### src/rtl/n1_pkg.sv
// Shared opcodes, instruction field positions and FSM state type for the n1 sequencer.
package n1_pkg;

    localparam logic [3:0] OP_NOP = 4'h0;
    localparam logic [3:0] OP_LDI = 4'h1;
    localparam logic [3:0] OP_LDA = 4'h2;
    localparam logic [3:0] OP_STA = 4'h3;
    localparam logic [3:0] OP_ADD = 4'h4;
    localparam logic [3:0] OP_SUB = 4'h5;
    localparam logic [3:0] OP_JMP = 4'h6;
    localparam logic [3:0] OP_JZ  = 4'h7;
    localparam logic [3:0] OP_JC  = 4'h8;
    localparam logic [3:0] OP_OUT = 4'h9;
    localparam logic [3:0] OP_HLT = 4'hF;

    localparam int unsigned OPC_HI = 15;
    localparam int unsigned OPC_LO = 12;
    localparam int unsigned ARG_HI = 7;
    localparam int unsigned ARG_LO = 0;

    typedef enum logic [2:0] {
        StIdle,
        StFetch,
        StDecode,
        StRead,
        StWrite,
        StExec,
        StHalt
    } state_e;

    // Opcodes 0xA-0xE are undefined.
    function automatic logic is_legal(input logic [3:0] opc);
        return (opc <= OP_OUT) || (opc == OP_HLT);
    endfunction

endpackage

### src/rtl/n1_seq_ctrl_if.sv
// Program RAM read port and data RAM read/write port seen by the sequencer.
interface n1_seq_ctrl_if #(
    parameter int unsigned AW = 8
);
    logic          pram_rd;
    logic [AW-1:0] pram_addr;
    logic [15:0]   pram_rdata;
    logic          dram_rd;
    logic          dram_wr;
    logic [AW-1:0] dram_addr;
    logic [7:0]    dram_wdata;
    logic [7:0]    dram_rdata;

    modport master (
        output pram_rd, pram_addr, dram_rd, dram_wr, dram_addr, dram_wdata,
        input  pram_rdata, dram_rdata
    );

    modport slave (
        input  pram_rd, pram_addr, dram_rd, dram_wr, dram_addr, dram_wdata,
        output pram_rdata, dram_rdata
    );
endinterface

### src/rtl/n1_alu.sv
// Combinational 8-bit datapath for the load and add/subtract opcodes.
module n1_alu
    import n1_pkg::*;
(
    input  logic [7:0] acc_i,
    input  logic [7:0] operand_i,
    input  logic [3:0] opc_i,
    output logic [7:0] res_o,
    output logic       z_o,
    output logic       c_o
);

    logic [8:0] sum;
    logic [8:0] diff;

    assign sum  = {1'b0, acc_i} + {1'b0, operand_i};
    // Bit 8 of the widened difference is the borrow.
    assign diff = {1'b0, acc_i} - {1'b0, operand_i};

    always_comb begin
        res_o = acc_i;
        c_o   = 1'b0;
        case (opc_i)
            OP_LDI, OP_LDA: res_o = operand_i;
            OP_ADD:         {c_o, res_o} = sum;
            OP_SUB:         {c_o, res_o} = diff;
            default:        ;
        endcase
    end

    assign z_o = (res_o == 8'h00);

endmodule

### src/rtl/n1_seq_ctrl.sv
// Fetch/decode/execute sequencer: owns PC, IR, ACC, Z/C flags and the output register.
module n1_seq_ctrl
    import n1_pkg::*;
#(
    parameter int unsigned   AW       = 8,
    parameter logic [AW-1:0] RESET_PC = '0
) (
    input  logic          clk,
    input  logic          rst,
    input  logic          start_i,
    input  logic          stop_req_i,
    n1_seq_ctrl_if.master bus,
    output logic [7:0]    out_data_o,
    output logic          out_valid_o,
    output logic          busy_o,
    output logic          halted_o,
    output logic          illegal_o,
    output logic [AW-1:0] pc_dbg_o
);

    state_e        state_q, state_d;
    logic [AW-1:0] pc_q, pc_d;
    logic [15:0]   ir_q, ir_d;
    logic [7:0]    acc_q, acc_d;
    logic          z_q, z_d;
    logic          c_q, c_d;
    logic [7:0]    out_data_q, out_data_d;
    logic          out_valid_q, out_valid_d;
    logic          illegal_q, illegal_d;

    logic          pram_rd, dram_rd, dram_wr;
    logic [3:0]    opc, dec_opc;
    logic [7:0]    arg;
    logic [AW-1:0] arg_addr;
    logic [7:0]    alu_b, alu_res;
    logic          alu_z, alu_c;
    logic          unused_rsvd;

    assign opc         = ir_q[OPC_HI:OPC_LO];
    assign arg         = ir_q[ARG_HI:ARG_LO];
    assign arg_addr    = AW'(arg);
    assign dec_opc     = bus.pram_rdata[OPC_HI:OPC_LO];
    assign unused_rsvd = ^ir_q[11:8];
    assign alu_b       = (opc == OP_LDI) ? arg : bus.dram_rdata;

    n1_alu u_alu (
        .acc_i    (acc_q),
        .operand_i(alu_b),
        .opc_i    (opc),
        .res_o    (alu_res),
        .z_o      (alu_z),
        .c_o      (alu_c)
    );

    always_comb begin
        state_d     = state_q;
        pc_d        = pc_q;
        ir_d        = ir_q;
        acc_d       = acc_q;
        z_d         = z_q;
        c_d         = c_q;
        out_data_d  = out_data_q;
        out_valid_d = 1'b0;
        illegal_d   = illegal_q;
        pram_rd     = 1'b0;
        dram_rd     = 1'b0;
        dram_wr     = 1'b0;
        unique case (state_q)
            StIdle: if (start_i) state_d = StFetch;
            StFetch: begin
                if (stop_req_i) begin
                    state_d = StIdle;
                end else begin
                    pram_rd = 1'b1;
                    state_d = StDecode;
                end
            end
            StDecode: begin
                ir_d = bus.pram_rdata;
                pc_d = pc_q + AW'(1);
                case (dec_opc)
                    OP_LDA, OP_ADD, OP_SUB: state_d = StRead;
                    OP_STA:                 state_d = StWrite;
                    OP_HLT:                 state_d = StHalt;
                    default: begin
                        if (!is_legal(dec_opc)) begin
                            state_d   = StHalt;
                            illegal_d = 1'b1;
                        end else begin
                            state_d = StExec;
                        end
                    end
                endcase
            end
            StRead: begin
                dram_rd = 1'b1;
                state_d = StExec;
            end
            StWrite: begin
                dram_wr = 1'b1;
                state_d = StFetch;
            end
            StExec: begin
                state_d = StFetch;
                case (opc)
                    OP_LDI, OP_LDA: begin
                        acc_d = alu_res;
                        z_d   = alu_z;
                    end
                    OP_ADD, OP_SUB: begin
                        acc_d = alu_res;
                        z_d   = alu_z;
                        c_d   = alu_c;
                    end
                    OP_JMP: pc_d = arg_addr;
                    OP_JZ:  if (z_q) pc_d = arg_addr;
                    OP_JC:  if (c_q) pc_d = arg_addr;
                    OP_OUT: begin
                        out_data_d  = acc_q;
                        out_valid_d = 1'b1;
                    end
                    default: ;
                endcase
            end
            StHalt: begin
                if (start_i) begin
                    illegal_d = 1'b0;
                    state_d   = StFetch;
                end
            end
            default: state_d = StIdle;
        endcase
    end

    always_ff @(posedge clk) begin
        if (rst) begin
            state_q     <= StIdle;
            pc_q        <= RESET_PC;
            ir_q        <= '0;
            acc_q       <= '0;
            z_q         <= 1'b0;
            c_q         <= 1'b0;
            out_data_q  <= '0;
            out_valid_q <= 1'b0;
            illegal_q   <= 1'b0;
        end else begin
            state_q     <= state_d;
            pc_q        <= pc_d;
            ir_q        <= ir_d;
            acc_q       <= acc_d;
            z_q         <= z_d;
            c_q         <= c_d;
            out_data_q  <= out_data_d;
            out_valid_q <= out_valid_d;
            illegal_q   <= illegal_d;
        end
    end

    // Strobes are masked while rst is high so a mid-instruction reset issues no access.
    assign bus.pram_rd    = pram_rd & ~rst;
    assign bus.dram_rd    = dram_rd & ~rst;
    assign bus.dram_wr    = dram_wr & ~rst;
    assign bus.pram_addr  = pc_q;
    assign bus.dram_addr  = arg_addr;
    assign bus.dram_wdata = acc_q;

    assign out_data_o  = out_data_q;
    assign out_valid_o = out_valid_q;
    assign busy_o      = (state_q != StIdle) && (state_q != StHalt);
    assign halted_o    = (state_q == StHalt);
    assign illegal_o   = illegal_q;
    assign pc_dbg_o    = pc_q;

endmodule

### src/flat_wrapper.sv
// flat-port wrapper written by rule: the top's interface ports become plain ports
module n1_seq_ctrl_flat import n1_pkg::*;
#(
    parameter int unsigned   AW       = 8,
    parameter logic [AW-1:0] RESET_PC = '0
)
  (clk, rst, start_i, stop_req_i, out_data_o, out_valid_o, busy_o, halted_o, illegal_o, pc_dbg_o, bus_pram_rd, bus_pram_addr, bus_dram_rd, bus_dram_wr, bus_dram_addr, bus_dram_wdata, bus_pram_rdata, bus_dram_rdata);
  n1_seq_ctrl_if #(.AW(AW)) bus_i ();
  input  logic clk;
  input  logic rst;
  input  logic start_i;
  input  logic stop_req_i;
  output logic [7:0] out_data_o;
  output logic out_valid_o;
  output logic busy_o;
  output logic halted_o;
  output logic illegal_o;
  output logic [AW-1:0] pc_dbg_o;
  output wire logic [$bits(bus_i.pram_rd)-1:0] bus_pram_rd;
  output wire logic [$bits(bus_i.pram_addr)-1:0] bus_pram_addr;
  output wire logic [$bits(bus_i.dram_rd)-1:0] bus_dram_rd;
  output wire logic [$bits(bus_i.dram_wr)-1:0] bus_dram_wr;
  output wire logic [$bits(bus_i.dram_addr)-1:0] bus_dram_addr;
  output wire logic [$bits(bus_i.dram_wdata)-1:0] bus_dram_wdata;
  input wire logic [$bits(bus_i.pram_rdata)-1:0] bus_pram_rdata;
  input wire logic [$bits(bus_i.dram_rdata)-1:0] bus_dram_rdata;
  assign bus_pram_rd = bus_i.pram_rd;
  assign bus_pram_addr = bus_i.pram_addr;
  assign bus_dram_rd = bus_i.dram_rd;
  assign bus_dram_wr = bus_i.dram_wr;
  assign bus_dram_addr = bus_i.dram_addr;
  assign bus_dram_wdata = bus_i.dram_wdata;
  assign bus_i.pram_rdata = bus_pram_rdata;
  assign bus_i.dram_rdata = bus_dram_rdata;
  n1_seq_ctrl #(.AW(AW), .RESET_PC(RESET_PC)) u_core (.clk(clk), .rst(rst), .start_i(start_i), .stop_req_i(stop_req_i), .bus(bus_i), .out_data_o(out_data_o), .out_valid_o(out_valid_o), .busy_o(busy_o), .halted_o(halted_o), .illegal_o(illegal_o), .pc_dbg_o(pc_dbg_o));
endmodule
### config.mk
export PLATFORM = sky130hd
export DESIGN_NAME = n1_seq_ctrl_flat
export DESIGN_NICKNAME = d
export VERILOG_FILES = /design/src/rtl/n1_pkg.sv /design/src/rtl/n1_seq_ctrl_if.sv /design/src/rtl/n1_alu.sv /design/src/rtl/n1_seq_ctrl.sv /design/src/flat_wrapper.sv
export SDC_FILE = /design/constraint.sdc
export NUM_CORES = 1
export LEC_CHECK = 0
export BUFFER_PORTS_ARGS = -buffer_cell sky130_fd_sc_hd__buf_2
export CORE_MARGIN = 10
export CORE_UTILIZATION = 55
export DETAILED_ROUTE_END_ITERATION = 7
export PLACE_DENSITY = 0.81
export SLEW_MARGIN = 10
export SYNTH_ARGS = -nofsm -noshare
export SYNTH_HDL_FRONTEND = slang
export SYNTH_SLANG_ARGS = --single-unit
export TNS_END_PERCENT = 50
### constraint.sdc
create_clock -name clk -period 4.1 [get_ports clk]
set_clock_uncertainty 0.15 [all_clocks]
set_input_delay 0.205 -clock clk [delete_from_list [all_inputs] [get_ports clk]]
set_output_delay 0.205 -clock clk [all_outputs]
set_load 0.005 [all_outputs]
==> results of run 1 <==
## power by group through the flow
stage                     registers, uW  clock network (uW)  logic [uW]
after floorplan                     435                   0        80.4
after global routing                432                 295         131
after CTS                           430                 277         116
after detailed placement            440                   0         111
after global placement              440                   0         107
final                               431                 277         118
## worst min-delay path by stage
stage,from,to,cells after the start
floorplan,start_i,u_core.illegal_o$_SDFFE_PP0P_,1
global placement,bus_pram_rdata[2],u_core.ir_q[2]$_SDFFE_PP0P_,3
detailed placement,bus_pram_rdata[2],u_core.ir_q[2]$_SDFFE_PP0P_,3
CTS,bus_pram_rdata[3],u_core.ir_q[3]$_SDFFE_PP0P_,3
global route,start_i,u_core.illegal_o$_SDFFE_PP0P_,2
finish,bus_pram_rdata[3],u_core.ir_q[3]$_SDFFE_PP0P_,3
## metrics by stage
step | setup WS, ns | util (%) | std cells | total power, uW | hold WS, ns
floorplan | 0.617 | - | 425 | 515 | 0.166
global placement | 0.642 | 61.9 | 528 | 546 | 0.295
detailed placement | 0.582 | 61.9 | 528 | 551 | 0.306
CTS | 0.529 | 64.5 | 542 | 824 | 0.00448
global route | 0.277 | 64.5 | 542 | 858 | 0.0137
finish | 0.473 | 64.5 | 542 | 826 | 0.00546
## cell type report
class	count	area share [%]
Inverter	20	2.07
Sequential cell	43	23.8
Tap cell	72	2.49
Clock buffer	6	2.01
Timing Repair Buffer	82	12.6
Multi-Input combinational cell	317	56.7
Clock inverter	2	0.346
## cell families after synthesis
kind of cell,synth area share [%]
adder cells (fa/ha/maj),8.56
multiplexers,5.86
AND/OR/NAND/NOR,23.3
XOR/XNOR,0.270
AO/OA/AOI/OAI,25.2
flip-flops,26.5
buffers and inverters,10.3
## per-layer routing
| metal | global-route usage (%) | part of all wire [%] | vias to the layer above |
|---|---|---|---|
| li1 | - | - | 1597 |
| met1 | 22.9 | 44 | 1563 |
| met2 | 32.5 | 49 | 125 |
| met3 | 4.12 | 5.6 | 20 |
| met4 | 5.41 | 1.5 | 0 |
| met5 | 0 | 0 | - |
## critical path: stages (launching register included)
cell	delay, ns
sky130_fd_sc_hd__dfxtp_1	0.34
sky130_fd_sc_hd__nor2b_4	0.26
sky130_fd_sc_hd__and2_1	0.40
sky130_fd_sc_hd__mux2_2	0.42
sky130_fd_sc_hd__ha_1	0.20
sky130_fd_sc_hd__fa_1	0.41
sky130_fd_sc_hd__o21bai_1	0.18
sky130_fd_sc_hd__a21oi_1	0.13
sky130_fd_sc_hd__o31ai_1	0.37
sky130_fd_sc_hd__a221oi_1	0.17
sky130_fd_sc_hd__o32ai_1	0.27
sky130_fd_sc_hd__nor2_1	0.08
sky130_fd_sc_hd__nor3_1	0.18
## Yosys cell counts (4+ instances only)
master	number
sky130_fd_sc_hd__nor2_1	51
sky130_fd_sc_hd__a21oi_1	46
sky130_fd_sc_hd__dfxtp_1	43
sky130_fd_sc_hd__nand2_1	37
sky130_fd_sc_hd__inv_1	20
sky130_fd_sc_hd__clkbuf_1	19
sky130_fd_sc_hd__ha_1	19
sky130_fd_sc_hd__o21ai_0	19
sky130_fd_sc_hd__buf_4	16
sky130_fd_sc_hd__nor3_1	12
sky130_fd_sc_hd__mux2i_1	10
sky130_fd_sc_hd__a211oi_1	9
sky130_fd_sc_hd__mux2_2	8
sky130_fd_sc_hd__nand3_1	7
sky130_fd_sc_hd__a22oi_1	5
sky130_fd_sc_hd__and3b_1	5
sky130_fd_sc_hd__nand2b_1	5
sky130_fd_sc_hd__nor3b_1	5
sky130_fd_sc_hd__o31ai_1	5
sky130_fd_sc_hd__a31oi_1	4
sky130_fd_sc_hd__and3_1	4
sky130_fd_sc_hd__buf_2	4
## flip-flops by register name (all words and copies together) (netlist names)
register and flops:
u_core.z_q 1, u_core.out_valid_o 1, u_core.illegal_o 1, u_core.out_data_o 8, u_core.state_q 3, u_core.c_q 1
u_core.bus.dram_wdata 8, u_core.ir_q 12, u_core.bus.pram_addr 8
## layout by cell type (no fill, tap or decap), drive strengths merged, types with 4 or more instances in the layout
master and n:
and3b 5, o31ai 5, dlygate4sd3 6, nand2b 5, dfxtp 43, a22oi 5, clkbuf 6, nand2 37
a31oi 4, mux2 8, inv 20, nand3 7, buf 76, o21ai 19, a21oi 47, nor2 51
mux2i 10, nor3b 5, nor3 12, nor2b 4, ha 19, and3 4, a211oi 10
==> reports/qor.tcl, run 1 <==
set qor(run_status) {completed}
set qor(synth_seq_cells) 43
set qor(drive_gt1_share_pct) 20.9
set qor(power.switching_uw) 236
set qor(drc_violations_left) 0
set qor(finalCritPeriodShare_pct) 88.5
set qor(power_share_of_the_combinational_group_pct) 14.3
set qor(floorplan.die_area_mm2) 0.00937
set qor(mappedNetlistArea_mm2) 0.00325
set qor(timing.rr.end) {u_core.bus.dram_wdata[6]$_SDFFE_PP0P_}
set qor(post_drt_wl_per_cell_um) 17.4
set qor(ant_nets) 0
set qor(dr_total_vias) 3305
set qor(area.growth.synth_to_final_pct) 11.5
set qor(worst-setup-path-type) {reg2reg}
set qor(detailed_place.area_mm2) 0.00347
set qor(grt_antenna_before_repair) 0
set qor(post_cts_resize_count) 0
set qor(multi_input_logic_area_mm2) 0.00205
set qor(ys_top_cells_by_area) {sky130_fd_sc_hd__dfxtp_1, sky130_fd_sc_hd__ha_1, sky130_fd_sc_hd__a21oi_1, sky130_fd_sc_hd__nor2_1, sky130_fd_sc_hd__nand2_1}
set qor(seqCellArea_um2) 861
set qor(synth_seq_area_share_pct) 26.5
set qor(leakage_uw) 0.00159
set qor(crit_path_end_kind) {flop}
set qor(htreeDepth) 2
set qor(placement.io_buffers) 70
set qor(antennaDiodeCount) 0
set qor(timing.final.crit_period_ns) 3.63
set qor(count_of_flip_flops_with_a_built_in_enable_after_synthesis) 0
set qor(timing_worst_slew_pin_value_ns) 0.923
set qor(die_h_um) 96.8
set qor(internal_power_consumption_uw) 590
set qor(worst_setup_path_startpoint) {u_core.ir_q[12]$_SDFFE_PP0P_}
set qor(critPathCapture) {u_core.bus.dram_wdata[6]$_SDFFE_PP0P_}
set qor(final-max-slew-violation-count) 0
set qor(route.detailed.vias_per_inst) 6.10
set qor(synth.lib_cells_used.distinct) 61
set qor(switching_share_pct) 28.5
set qor(setup_viol) 0
set qor(worst_r2r_path_depth) 12
set qor(irDropWorstVdd_v) 0.000185
set qor(first_pass_grt_wire_length_um) 15400
set qor(grt_overflow) 0
set qor(drv_cap) 0
set qor(cts_hold_repair.buffers) 6
set qor(grt_total_usage_pct) 18.9
set qor(numClockSinks) 43
set qor(synthFlopType) {sky130_fd_sc_hd__dfxtp_1}
set qor(synth_largest_area_cell) {sky130_fd_sc_hd__dfxtp_1}
set qor(pd_cells_mw_per_mm2) 228
set qor(pin_count) 75
set qor(drt-pass1-iter-count) 5
set qor(place_congestion) 0.905
set qor(worst_slew_margin_rel_pct) 38.3
set qor(hpwlAfterDp_um) 6950
set qor(tns_ns) 0
set qor(initial_core_util_pct) 57.9
set qor(syn-mean-instance-area_um2) 7.64
set qor(post_cts_buffers) 0
set qor(cts_inserted_buffers) 5
set qor(worst_r2r_startpoint) {u_core.ir_q[12]$_SDFFE_PP0P_}
set qor(final_net_count) 518
set qor(rsz0062_at_grt) {no}
set qor(synthesized_net_count) 474
set qor(drt_iter0_drc) 340
set qor(routed_wirelength_um) 9430
set qor(std_cell_rows) 27
set qor(holdCritPathClass) {in2reg}
set qor(number_of_warning_messages_in_the_yosys_log) 0
set qor(max-clock-path-buffers) 2
set qor(critPathRequiredTime_ns) 4.18
set qor(clkLatencyLatePin_ns) 0.31
set qor(syn_inst_count) 425
set qor(synth_top_area_share_pct) 26.5
set qor(critical_path.max_fanout) 9
set qor(via_count_of_the_first_global_routing_pass) 3241
set qor(clock_power_share_pct) 33.5
set qor(largest_net_degree_at_the_start_of_global_routing) 48
set qor(tritoncts) {yes}
set qor(power.sequential.fraction_pct) 52.2
set qor(reg2reg_slack_ns) 0.47
set qor(clock-root-buffer) {sky130_fd_sc_hd__clkbuf_8}
set qor(horizontal_die_dimension_um) 96.8
set qor(stdcell_area_mm2) 0.00362
set qor(fmax_ghz) 0.276
set qor(floorplan.core_area_mm2) 0.00561
set qor(n_fill_cell) 506
set qor(path_clk_slew_ns) 0.09
set qor(async_set_or_reset_flop_fraction_in_the_synthesized_netlist_pct) 0
set qor(cp_data_arrival_time_ns) 3.71
set qor(worstSetupStartpointType) {flop}
set qor(hold_viol) 0
Power figures use the tool's default switching activity.
==> run 2: changes to the inputs <==
ABC_AREA = 1   (was unset)
BUFFER_PORTS_ARGS = unset   (was -buffer_cell sky130_fd_sc_hd__buf_2)
CORE_UTILIZATION = 64   (was 55)
DONT_BUFFER_PORTS = 1   (was unset)
PLACE_DENSITY = 0.8   (was 0.81)
==> run 2 against run 1 <==
Largest cell class unchanged. Largest power group unchanged. Power increased by 15%. Critical path type unchanged. Register-to-register slack better by 0.55 ns. Clock power rose by 23%. Final cell count grew 2.0%.
==> reports/qor.tcl, run 2 <==
set qor(run_status) {completed}
set qor(area.growth.synth_to_final_pct) 4.45
set qor(number_of_warning_messages_in_the_yosys_log) 0 ;# unchanged
set qor(pd_cells_mw_per_mm2) 286 ;# +25%
set qor(tritoncts) {yes}
set qor(worst-setup-path-type) {reg2reg}
set qor(via_count_of_the_first_global_routing_pass) 2816 ;# -13%
set qor(cts_inserted_buffers) 5 ;# unchanged
set qor(irDropWorstVdd_v) 0.000221 ;# +20%
set qor(final_net_count) 531 ;# +2.5%
set qor(largest_register_ff_count) 12 ;# unchanged
set qor(cpPeakStageDelay_ns) 0.43 ;# about the same
set qor(max-clock-path-buffers) 2 ;# unchanged
set qor(synth.lib_cells_used.distinct) 38 ;# -38%
set qor(drt-pass1-iter-count) 5 ;# unchanged
set qor(critical_path.max_fanout) 11 ;# +2
set qor(synth_seq_area_share_pct) 27.1 ;# +0.55 points
set qor(route.detailed.vias_per_inst) 5.59 ;# -8.2%
set qor(syn-mean-instance-area_um2) 6.46 ;# -15%
set qor(drc_violations_left) 0 ;# unchanged
set qor(hold_viol) 0 ;# unchanged
set qor(drt_iter0_drc) 229 ;# -33%
set qor(path_clk_slew_ns) 0.09 ;# about the same
set qor(critical_path_buf_inv_count) 3 ;# +3
set qor(drive_gt1_share_pct) 6.42 ;# -14 points
set qor(horizontal_die_dimension_um) 90.5 ;# -6.5%
set qor(tns_ns) 0 ;# unchanged
set qor(yosysMostFrequentCell) {sky130_fd_sc_hd__nand2_1}
set qor(synthesized_net_count) 541 ;# +14%
set qor(holdCritPathClass) {in2reg}
set qor(reg2reg_slack_ns) 1.03 ;# +0.55 ns
set qor(grt_antenna_before_repair) 3 ;# +3
set qor(rsz0062_at_grt) {no}
set qor(worstSetupStartpointType) {flop}
set qor(mappedNetlistArea_mm2) 0.00318 ;# -2.0%
set qor(grt_total_usage_pct) 20.1 ;# +1.2 points
set qor(drv_cap) 0 ;# unchanged
set qor(routed_wirelength_um) 8510 ;# -9.7%
set qor(dpl_worst_slack_ns) 1.08 ;# +0.499 ns
set qor(syn_inst_count) 492 ;# +16%
set qor(post_drt_wl_per_cell_um) 15.4 ;# -12%
set qor(largest_net_degree_at_the_start_of_global_routing) 29 ;# -40%
set qor(count_of_flip_flops_with_a_built_in_enable_after_synthesis) 0 ;# unchanged
set qor(final-max-slew-violation-count) 0 ;# unchanged
set qor(setup_viol) 0 ;# unchanged
set qor(cp_data_arrival_time_ns) 3.12 ;# -0.59 ns
set qor(ant_nets) 0 ;# unchanged
set qor(first_pass_grt_wire_length_um) 13700 ;# -11%
set qor(layout_setup_ws_ns) 1.03 ;# +0.552 ns
set qor(htreeDepth) 2 ;# unchanged
set qor(clkLatencyLatePin_ns) 0.31 ;# about the same
set qor(timing.critical_path.mode_cell) {sky130_fd_sc_hd__nand2_1}
set qor(worst_slew_margin_rel_pct) 52.0 ;# +14 points
set qor(grt_overflow) 0 ;# unchanged
set qor(critPathRequiredTime_ns) 4.15 ;# -0.03 ns
set qor(synth_top_cells_by_count) {sky130_fd_sc_hd__nand2_1, sky130_fd_sc_hd__inv_1, sky130_fd_sc_hd__dfxtp_1, sky130_fd_sc_hd__nand3_1}
set qor(slowest_stage) {sky130_fd_sc_hd__dfxtp_1}
set qor(worst_hold_path.num_cells) 3 ;# unchanged
set qor(layout.cells.most_common_list) {sky130_fd_sc_hd__nand2_1, sky130_fd_sc_hd__inv_1, sky130_fd_sc_hd__dfxtp_1}
set qor(numClockSinks) 43 ;# unchanged
set qor(initial_core_util_pct) 66.9 ;# +9.0 points
set qor(timing.rr.end) {u_core.bus.dram_wdata[6]$_SDFFE_PP0P_}
set qor(place_congestion) 0.913 ;# +0.86%
set qor(pin_count) 75 ;# unchanged
set qor(clock-root-buffer) {sky130_fd_sc_hd__clkbuf_8}
set qor(holdPathEnd) {u_core.state_q[1]$_SDFFE_PP0P_}
set qor(worst_r2r_startpoint) {u_core.ir_q[12]$_SDFFE_PP0P_}
set qor(leakage_uw) 0.00156 ;# -1.5%
set qor(fmax_ghz) 0.325 ;# +18%
set qor(worst_r2r_path_depth) 19 ;# +7
set qor(dr_total_vias) 3094 ;# -6.4%
set qor(hpwlAfterDp_um) 6350 ;# -8.8%
set qor(die_h_um) 90.5 ;# -6.5%
set qor(floorplan.die_area_mm2) 0.00819 ;# -13%
set qor(utilization_pct) 69.8 ;# +5.3 points
set qor(synthFlopType) {sky130_fd_sc_hd__dfxtp_1}
set qor(synth_largest_area_cell) {sky130_fd_sc_hd__dfxtp_1}
set qor(timing.final.crit_period_ns) 3.07 ;# -0.552 ns
set qor(synth_top_area_share_pct) 27.1 ;# +0.55 points
set qor(floorplan.core_area_mm2) 0.00475 ;# -15%
set qor(synth_seq_cells) 43 ;# unchanged
set qor(std_cell_rows) 25 ;# -7.4%
set qor(timing.hold.worst.start) {stop_req_i}
set qor(async_set_or_reset_flop_fraction_in_the_synthesized_netlist_pct) 0 ;# unchanged
set qor(placement.io_buffers) 0 ;# -100%
set qor(timing_worst_slew_pin_value_ns) 0.717 ;# -0.206 ns
set qor(register_with_the_most_flip_flops) {u_core.ir_q}
set qor(ys_top_cells_by_area) {sky130_fd_sc_hd__dfxtp_1, sky130_fd_sc_hd__nand2_1, sky130_fd_sc_hd__inv_1, sky130_fd_sc_hd__ha_1, sky130_fd_sc_hd__nand3_1}
set qor(finalCritPeriodShare_pct) 75.0 ;# -13 points
set qor(timing.critical_path.max_delay_family) {simple AND/OR/NAND/NOR gates}
set qor(crit_path_cell_trace) {inv_2 > nor2_4 > nand2_2 > nand2_1 > and2_1 > ha_1 > inv_1 > fa_1 > nand3b_1 > nand2_1 > nand2_1 > nand2_1 > nand2_1 > nand3_1 > nand4_1 > nand2_1 > o21ai_0 > nand2_1 > inv_1}
set qor(final_common_cell) {sky130_fd_sc_hd__nand2_1}
set qor(crit_path_end_kind) {flop}
[run 2: cell types whose count changed after synthesis, sizes merged, moves of 6 or more]
| cell | change |
|---|---|
| nor2 | -9 |
| a21oi | -8 |
| clkbuf | -12 |
| inv | +57 |
| nand3 | +34 |
| o21ai | +19 |
| nand4 | +7 |
| nor3 | -6 |
| a211oi | -8 |
| mux2i | -10 |
| mux2 | -8 |
| nand2 | +74 |
[run 2: worst reg2reg max path: cells and delay by family (launching register included)]
family                     cells  cell delay [ns]
buffers and inverters          3             0.21
DFF                            1             0.43
adders and majority gates      2             0.60
AOI/OAI and AO/OA              1             0.07
and+or+nand+nor               13             1.50
[run 2: power breakdown]
group          switching, uW  total, uW  internal [uW]  leakage [uW]
registers               13.6        441            427      0.000347
clock network            159        340            182     0.0000581
logic                    111        170           58.4       0.00116
total                    284        951            667       0.00156
[run 2: per-stage QoR]
step	hold slack [ns]	power [uW]	cells	cell area, um^2
3_5_place_dp	0.127	604	528	3060
6_report	0.0278	951	553	3320
2_1_floorplan	0.199	580	492	3180
4_1_cts	0.00383	947	550	3310
5_1_grt	0.0200	992	553	3320
3_3_place_gp	0.125	602	528	3060
[run 2: cells by family after synthesis]
| logic type | after synthesis | synth area share (%) |
|---|---|---|
| adders and majority gates | 21 | 8.74 |
| xor gates and xnor gates | 4 | 1.10 |
| and+or+nand+nor | 221 | 30.6 |
| buffers and inverters | 109 | 15.6 |
| AOI/OAI and AO/OA | 94 | 16.9 |
| DFF | 43 | 27.1 |
[run 2: repair_timing]
item / in CTS / in global routing
gates resized for setup: 0 / 0
endpoints found under the hold margin: 26 / 0
buffers inserted: 0 / 0
hold buffers: 14 / 0
[run 2: layout make-up]
cell class,count,area [um^2]
Antenna cell,3,7.51
Clock buffer,5,68.8
Clock inverter,3,43.8
Fill cell,453,1430
Inverter,78,293
Multi-Input combinational cell,340,1820
Sequential cell,43,861
Tap cell,67,83.8
Timing Repair Buffer,14,140
[run 2: how the worst max path moves through the flow]
| stage | from | endpoint | slack, ns | depth (start not counted) |
|---|---|---|---|---|
| 2_1_floorplan | u_core.ir_q[12]$_SDFFE_PP0P_ | u_core.z_q$_SDFFE_PP0P_ | 1.49 | 19 |
| 5_1_grt | u_core.ir_q[12]$_SDFFE_PP0P_ | u_core.bus.dram_wdata[6]$_SDFFE_PP0P_ | 0.73 | 19 |
| 6_report | u_core.ir_q[12]$_SDFFE_PP0P_ | u_core.bus.dram_wdata[6]$_SDFFE_PP0P_ | 1.03 | 19 |
| 4_1_cts | u_core.ir_q[12]$_SDFFE_PP0P_ | u_core.bus.dram_wdata[6]$_SDFFE_PP0P_ | 1.05 | 19 |
| 3_3_place_gp | u_core.ir_q[12]$_SDFFE_PP0P_ | u_core.bus.dram_wdata[6]$_SDFFE_PP0P_ | 1.14 | 19 |
| 3_5_place_dp | u_core.ir_q[12]$_SDFFE_PP0P_ | u_core.bus.dram_wdata[6]$_SDFFE_PP0P_ | 1.08 | 19 |
[run 2: per-layer routing]
| metal | GRT usage (%) | wire, um | vias to the layer above |
|---|---|---|---|
| met5 | 0 | 0 | - |
| met4 | 8.49 | 197 | 0 |
| met3 | 5.24 | 659 | 15 |
| met2 | 30.9 | 3840 | 115 |
| met1 | 25.9 | 3820 | 1404 |
| li1 | - | - | 1560 |
==> run 3: changes to the inputs <==
clock period = 3.01 ns   (was 4.1 ns; I/O delays follow)
==> run 3 against run 2 <==
First-iteration DRC count is 37% higher. Global-route usage is 0.25 points lower. Highest routed layer unchanged. Largest power group unchanged. Wire length is 1.3% higher. Clock power is 35% higher. Via count is 2.4% higher. Power is 37% higher.
==> reports/qor.tcl, run 3 (synthesized netlist as in run 2, its figures left out) <==
set qor(tritoncts) {yes}
set qor(tns_ns) 0 ;# unchanged
set qor(drv_cap) 0 ;# unchanged
set qor(run_status) {completed}
set qor(path_clk_slew_ns) 0.08 ;# about the same
set qor(largest_net_degree_at_the_start_of_global_routing) 29 ;# unchanged
set qor(first_pass_grt_wire_length_um) 13600 ;# -0.55%
set qor(switching_share_pct) 29.6 ;# -0.19 points
set qor(timing.final.crit_period_ns) 2.74 ;# -0.331 ns
set qor(die_h_um) 90.5 ;# unchanged
set qor(hpwlAfterDp_um) 6450 ;# +1.6%
set qor(power.switching_uw) 385 ;# +36%
set qor(clock-root-buffer) {sky130_fd_sc_hd__clkbuf_8}
set qor(internal_power_consumption_uw) 914 ;# +37%
set qor(grt_overflow) 0 ;# unchanged
set qor(hold_viol) 0 ;# unchanged
set qor(cp_data_arrival_time_ns) 2.79 ;# -0.33 ns
set qor(final-max-slew-violation-count) 0 ;# unchanged
set qor(floorplan.core_area_mm2) 0.00475 ;# unchanged
set qor(timing.critical_path.mode_cell) {sky130_fd_sc_hd__nand2_1}
set qor(ant_nets) 0 ;# unchanged
set qor(placement.io_buffers) 0 ;# unchanged
set qor(timing.critical_path.max_delay_family) {simple AND/OR/NAND/NOR gates}
set qor(horizontal_die_dimension_um) 90.5 ;# unchanged
set qor(post_drt_wl_per_cell_um) 15.6 ;# +1.1%
set qor(critical_path_buf_inv_count) 6 ;# +3
set qor(cts_inserted_buffers) 5 ;# unchanged
set qor(holdCritPathClass) {in2reg}
set qor(via_count_of_the_first_global_routing_pass) 2847 ;# +1.1%
set qor(total_design_power_uw) 1300 ;# +37%
set qor(pd_cells_mw_per_mm2) 386 ;# +35%
set qor(routed_wirelength_um) 8620 ;# +1.3%
set qor(power_share_of_the_combinational_group_pct) 18.6 ;# +0.7 points
set qor(timing_worst_slew_pin_value_ns) 0.692 ;# -0.0253 ns
set qor(critical_path.max_fanout) 10 ;# -1
set qor(stdcell_area_mm2) 0.00336 ;# +1.3%
set qor(max-clock-path-buffers) 2 ;# unchanged
set qor(crit_path_cell_trace) {inv_2 > nor2_4 > nand2_2 > buf_4 > nand2_1 > nand2_1 > inv_1 > ha_2 > inv_1 > a21oi_1 > inv_1 > nand2_1 > nand4_1 > nand3_1 > nand4_1 > nand2_1 > o21ai_0 > nand2_1 > inv_1}
set qor(drive_gt1_share_pct) 8.02 ;# +1.6 points
set qor(initial_core_util_pct) 66.9 ;# unchanged
set qor(drt_iter0_drc) 313 ;# +37%
set qor(worst_hold_margin_ns) 0.0176 ;# -0.0101 ns
set qor(floorplan.die_area_mm2) 0.00819 ;# unchanged
set qor(finalCritPeriodShare_pct) 91.1 ;# +16 points
set qor(place_congestion) 0.946 ;# +3.6%
set qor(detailed_place.area_mm2) 0.00308 ;# +0.49%
set qor(clock_power_share_pct) 35.2 ;# -0.6 points
set qor(layout.cells.most_common_list) {sky130_fd_sc_hd__nand2_1, sky130_fd_sc_hd__inv_1, sky130_fd_sc_hd__nand3_1}
set qor(crit_path_end_kind) {flop}
set qor(dr_total_vias) 3167 ;# +2.4%
set qor(pin_count) 75 ;# unchanged
set qor(final_common_cell) {sky130_fd_sc_hd__nand2_1}
set qor(drt-pass1-iter-count) 5 ;# unchanged
set qor(largest_register_ff_count) 12 ;# unchanged
set qor(htreeDepth) 2 ;# unchanged
set qor(worst-setup-path-type) {reg2reg}
set qor(worst_slew_margin_rel_pct) 53.7 ;# +1.7 points
set qor(cpPeakStageDelay_ns) 0.40 ;# -0.03 ns
set qor(leakage_uw) 0.00158 ;# +1.1%
set qor(irDropWorstVdd_v) 0.000492 ;# +120%
set qor(register_with_the_most_flip_flops) {u_core.ir_q}
set qor(clkLatencyLatePin_ns) 0.31 ;# about the same
set qor(grt_total_usage_pct) 19.9 ;# -0.25 points
set qor(slowest_stage) {sky130_fd_sc_hd__ha_2}
set qor(utilization_pct) 70.8 ;# +0.92 points
set qor(worstSetupStartpointType) {flop}
set qor(fmax_ghz) 0.365 ;# +12%
set qor(power.sequential.fraction_pct) 46.2 ;# -0.2 points
set qor(std_cell_rows) 25 ;# unchanged
set qor(route.detailed.vias_per_inst) 5.72 ;# +2.2%
set qor(final_net_count) 534 ;# +0.56%
set qor(area.growth.synth_to_final_pct) 5.82
set qor(numClockSinks) 43 ;# unchanged
set qor(critPathRequiredTime_ns) 3.06 ;# -1.09 ns
set qor(drc_violations_left) 0 ;# unchanged
set qor(n_fill_cell) 422 ;# -6.8%
set qor(rsz0062_at_grt) {no}
set qor(setup_viol) 0 ;# unchanged
set qor(grt_antenna_before_repair) 1 ;# -2
[run 3: per-stage QoR]
step / std cells / setup WS [ns]
global route: 554 / 0.0202
global placement: 530 / 0.207
floorplan: 492 / 0.400
finish: 554 / 0.267
CTS: 553 / 0.150
detailed placement: 530 / 0.174
[run 3: layout make-up]
| type | instances | area [um^2] | area share, % |
|---|---|---|---|
| diodes | 1 | 2.50 | 0.0744 |
| clock buffers | 5 | 68.8 | 2.05 |
| clock inverters | 3 | 43.8 | 1.30 |
| inverters | 78 | 293 | 8.70 |
| multi-input cells | 340 | 1840 | 54.7 |
| flip-flops and latches | 43 | 867 | 25.8 |
| well taps | 67 | 83.8 | 2.49 |
| repair buffers | 17 | 165 | 4.91 |
[run 3: worst register-to-register path, stage by stage (launching register included)]
cell and delay [ns]:
sky130_fd_sc_hd__dfxtp_4 0.37, sky130_fd_sc_hd__inv_2 0.10, sky130_fd_sc_hd__nor2_4 0.05, sky130_fd_sc_hd__nand2_2 0.06
sky130_fd_sc_hd__buf_4 0.19, sky130_fd_sc_hd__nand2_1 0.09, sky130_fd_sc_hd__nand2_1 0.09, sky130_fd_sc_hd__inv_1 0.05
sky130_fd_sc_hd__ha_2 0.40, sky130_fd_sc_hd__inv_1 0.11, sky130_fd_sc_hd__a21oi_1 0.21, sky130_fd_sc_hd__inv_1 0.06
sky130_fd_sc_hd__nand2_1 0.08, sky130_fd_sc_hd__nand4_1 0.08, sky130_fd_sc_hd__nand3_1 0.10, sky130_fd_sc_hd__nand4_1 0.17
sky130_fd_sc_hd__nand2_1 0.09, sky130_fd_sc_hd__o21ai_0 0.08, sky130_fd_sc_hd__nand2_1 0.06, sky130_fd_sc_hd__inv_1 0.06
[run 3: timing repair]
item	4_1_cts	5_1_grt
setup buffers	0	0
endpoints found under the hold margin	26	0
hold buffers	15	0
setup endpoints to repair	0	3
resized for setup	0	10
[run 3: final timing paths]
path	from	end	slack, ns	depth (start not counted)
hold reg to reg	u_core.z_q$_SDFFE_PP0P_	u_core.z_q$_SDFFE_PP0P_	0.35	2
setup reg to reg	u_core.ir_q[12]$_SDFFE_PP0P_	u_core.bus.dram_wdata[6]$_SDFFE_PP0P_	0.27	19
hold / removal	bus_pram_rdata[14]	u_core.state_q[0]$_SDFFE_PP0P_	0.02	4
setup / recovery	u_core.ir_q[12]$_SDFFE_PP0P_	u_core.bus.dram_wdata[6]$_SDFFE_PP0P_	0.27	19
[run 3: routing by layer]
| metal | vias up | GRT usage, % | share of wire (%) |
|---|---|---|---|
| li1 | 1568 | - | - |
| met1 | 1424 | 25.4 | 43 |
| met2 | 151 | 31.7 | 45 |
| met3 | 24 | 4.74 | 9.2 |
| met4 | 0 | 7.16 | 2.6 |
| met5 | - | 0 | 0 |
[run 3: power groups by stage]
stage               Sequential, uW  Clock, uW  Combinational (uW)
global route                   603        484                 270
CTS                            600        463                 233
detailed placement             613          0                 213
floorplan                      607          0                 183
finish                         600        458                 241
global placement               613          0                 208
